**config.mk**
```make
export PLATFORM = sky130hd
export DESIGN_NAME = uart_tx
export DESIGN_NICKNAME = d
export VERILOG_FILES = /design/src/rtl/uart_tx.sv
export SDC_FILE = /design/constraint.sdc
export NUM_CORES = 1
export LEC_CHECK = 0
export CAP_MARGIN = 40
export CORE_ASPECT_RATIO = 0.8
export CORE_UTILIZATION = 51
export DETAILED_ROUTE_END_ITERATION = 12
export PLACE_DENSITY = 0.76
export SYNTH_ARGS = -nofsm -noshare
export SYNTH_HDL_FRONTEND = slang
export SYNTH_SLANG_ARGS = --single-unit
```
**constraint.sdc**
```tcl
create_clock -name clk -period 2.1 [get_ports clk]
set_input_delay 0.315 -clock clk [delete_from_list [all_inputs] [get_ports clk]]
set_output_delay 0.315 -clock clk [all_outputs]
set_load 0.02 [all_outputs]
```
**src/rtl/uart_tx.sv**
```systemverilog
// uart_tx: 8N1 serializer with valid/ready byte intake and a CLKS_PER_BIT baud counter
module uart_tx #(
  parameter int CLKS_PER_BIT = 16,
  parameter bit IDLE_LEVEL = 1'b1
) (
  input  logic       clk,
  input  logic       reset,
  input  logic [7:0] data_in,
  input  logic       tx_valid,
  output logic       tx_ready,
  output logic       Tx,
  output logic       busy,
  output logic       done
);
  localparam int CW = $clog2(CLKS_PER_BIT);
  typedef enum logic [1:0] {IDLE, START, DATA, STOP} state_t;
  state_t state, state_n;
  logic [CW-1:0] cnt, cnt_n;
  logic [2:0] idx, idx_n;
  logic [7:0] shift, shift_n;
  logic tc, tx_n, done_n;
  assign tc = cnt == CW'(CLKS_PER_BIT - 1);
  assign tx_ready = state == IDLE;
  assign busy = state != IDLE;
  always_comb begin
    state_n = state;
    cnt_n = tc ? '0 : cnt + CW'(1);
    idx_n = idx;
    shift_n = shift;
    case (state)
      IDLE: begin
        cnt_n = '0;
        idx_n = '0;
        state_n = tx_valid ? START : IDLE;
        shift_n = tx_valid ? data_in : shift;
      end
      START: begin
        state_n = tc ? DATA : START;
        idx_n = '0;
      end
      DATA: begin
        shift_n = tc ? shift >> 1 : shift;
        state_n = tc && idx == 3'd7 ? STOP : DATA;
        idx_n = tc && idx != 3'd7 ? idx + 3'd1 : idx;
      end
      STOP: state_n = tc ? IDLE : STOP;
      default: begin
        state_n = IDLE;
        cnt_n = '0;
        idx_n = '0;
      end
    endcase
    tx_n = state_n == START ? 1'b0 : state_n == DATA ? shift_n[0] : IDLE_LEVEL;
    done_n = state == STOP && tc;
  end
  always_ff @(posedge clk or posedge reset)
    if (reset) begin
      state <= IDLE;
      cnt <= '0;
      idx <= '0;
      shift <= '0;
      Tx <= IDLE_LEVEL;
      done <= 1'b0;
    end else begin
      state <= state_n;
      cnt <= cnt_n;
      idx <= idx_n;
      shift <= shift_n;
      Tx <= tx_n;
      done <= done_n;
    end
endmodule

```
==> results.md, run 1 <==
- Fin. Hold Viols: 0
- Met2 Use GR: 0.403
- Syn nets: 97
- # IOs: 15
- Port bufs: 14
- Drt total wl: 2.06 mm
- Commonest non-fill, non-tap cell in the layout: dfrtp_1
- Ant diodes: 0
- Cell Count, Final, Fillers Out: 123
- Via count of the first global-routing pass: 685
- Ys async rst share: 1.00
- Slew @ Worst Pin: 0.739 ns
- # hold bufs at CTS: 0
- GR Layer Usage met3: 0.0815
- Mapped cell area: 971 µm²
- Layout Skew: 0.00217 ns
- Outcome: complete, no violations
- Leak: 0.533 nW
- P&R area growth vs syn: 18.8%
- Setup crit end kind: primary output
- Rows: 13
- Synth area leader: dfrtp_1
- Req. time, crit path: 1.78 ns
- DP Worst Slack: 0.429 ns
- Vias: 719
- Setup TNS: 0 ns
- GRT Util Overall: 0.224
- # nets final: 116
- Minimum clock period: 1.89 ns
- TritonCTS Buffers: 3
- VDD IR max: 0.823 mV
- Final Cell Area: 1150 µm²
- Setup Buffers After CTS: 0
- Crit path DAT: 1.57 ns
- MaxCap Viol Count: 0
- Critical Path Source Type: flip-flop
- Die footprint: 2080 µm²
- Post-route clock period utilization: 0.900
- Mean Syn Cell Area: 11.7 µm²
- Post-synthesis sequential area ratio: 0.491
- Grt ovf: 0
- Die extent in y: 41.0 µm
- GR peak layer: met2
- Critical path's slowest cell: clkdlybuf4s50_1
- Yosys cell types: 31
- Slew headroom: 0.507
- Clock Tree Buf Depth: 2
- Initial antenna violation count: 0
- Antenna-violating nets left: 0
- Avg WL per Cell: 16.7 µm
- Dpl cells: 119
- Hold Crit Class: in2async
- Iteration-0 DRC count of the detailed router: 20
- Worst Path Max Fanout: 9
- Largest net degree at the start of global routing: 20
- Met1 usage: 0.259
- First-pass GRT wire length: 3.15 mm
- Synth Instances: 83
- RSZ-0062 raised after global routing: no
- Share of cells above drive strength 1: 0.188
- Final Max Slew Viols: 0
- CTS tree: yes
- Routability congestion estimate: 0.809
- Final setup margin: 0.211 ns
- Placeable Area: 1710 µm²
- Register bit total from synthesis: 19
- Clock latency on the worst-skew pair: 0.30 ns
- H-tree lvl count: 1
- Primary FF master, synth: dfrtp_1
- Synth top area cells: dfrtp_1 (46%), a221o_1 (6.2%), and3_2 (4.6%)
- Die width: 50.8 µm
- # DRC: 0
- Root Buffer: clkbuf_4
- Syn. warnings: 0
- Pre-antenna DRT Iters: 4
- Most frequent cells in the layout: dfrtp_1 (18), clkdlybuf4s50_1 (14), inv_1 (7)
- Pwr per Cell Area: 1190 nW/µm²
- Hpwl dp: 1.57 mm
- Post-synth EDFFs: 0
- Fmax: 0.529 GHz
- Type of the worst setup path: reg2out
- CP max stage delay: 0.64 ns
- DR vias/cell: 5.85
- Post-CTS Resized: 0
- Dpl cell area: 1130 µm²
- CTS sink cnt: 19
- Starting density of the core: 0.568
- Worst-path cell chain: nor2_4 > clkdlybuf4s50_1
- # setup viols final: 0
- Worst-path clk slew: 0.11 ns
- Share of the synthesized area in the top cell type: 0.464
## sequential cells by signal, indices dropped and copies added, names as in the netlist
signal and count:
Tx 1, done 1, shift 8, cnt 4, idx 3, state 2
## per-layer routing
layer | up-vias | share of wire
met5 | - | 0
li1 | 341 | -
met4 | 0 | 0.023
met3 | 6 | 0.036
met1 | 356 | 0.43
met2 | 16 | 0.51
## stage by stage
stage | total power [mW] | util | hold WS, ns
floorplan | 1.03 | - | 0.265
global placement | 1.15 | 0.660 | 0.480
detailed placement | 1.19 | 0.660 | 0.482
CTS | 1.37 | 0.675 | 0.465
global route | 1.44 | 0.675 | 0.497
finish | 1.37 | 0.675 | 0.447
## where the power goes
group          internal, mW  switching (mW)  leakage, nW
sequential            0.515           0.131        0.233
combinational         0.263           0.274        0.285
clock                0.0740           0.114       0.0150
total                 0.852           0.518        0.533
## worst max-delay path, delay by kind of cell, from the launching register on
family / cells / cell delay (ns)
buffers and inverters: 1 / 0.64
DFF: 1 / 0.42
and+or+nand+nor: 1 / 0.22
## area by class of cell
type	instances	area [µm²]
fill	142	554
sequential	19	477
multi-input combinational	53	427
timing repair buffer	18	170
tap	22	27.5
clock buffer	4	26.3
inverter	7	26.3
## kinds of logic (layout without fill, tap and decap cells)
family / Yosys count / after routing / synth area share
simple gates: 27 / 27 / 0.195
compound gates: 20 / 20 / 0.179
flops: 19 / 19 / 0.491
buf+inv: 11 / 29 / 0.0696
fa+ha+maj: 3 / 3 / 0.0387
xor+xnor: 3 / 3 / 0.0271
## Yosys cell counts, types with 2 or more instances
library cell	count
xnor2_1	3
nor3_1	2
nand2_1	5
dfrtp_1	18
ha_1	3
a221o_1	6
inv_1	7
buf_6	2
nand3_1	2
a311oi_1	2
and3_2	6
nor3b_1	2
nor2_1	3
o21ai_0	5
## final timing paths
path,from,end,slack (ns),cells after the start
min in group clk,cnt[0],cnt[0],0.50,1
min reg2reg,cnt[0],cnt[0],0.50,1
min,reset,done,0.45,2
max in group asynchronous,reset,state[1],1.19,2
max,state[1],tx_ready,0.21,2
max reg2reg,cnt[0],shift[6],0.48,5
(Power assumes the default switching activity.)
==> inputs of run 2 (changes only) <==
- GPL_TIMING_DRIVEN: unset -> 1
==> results of run 2 <==
No change in the layout: final DEF, timing and power equal those of run 1.
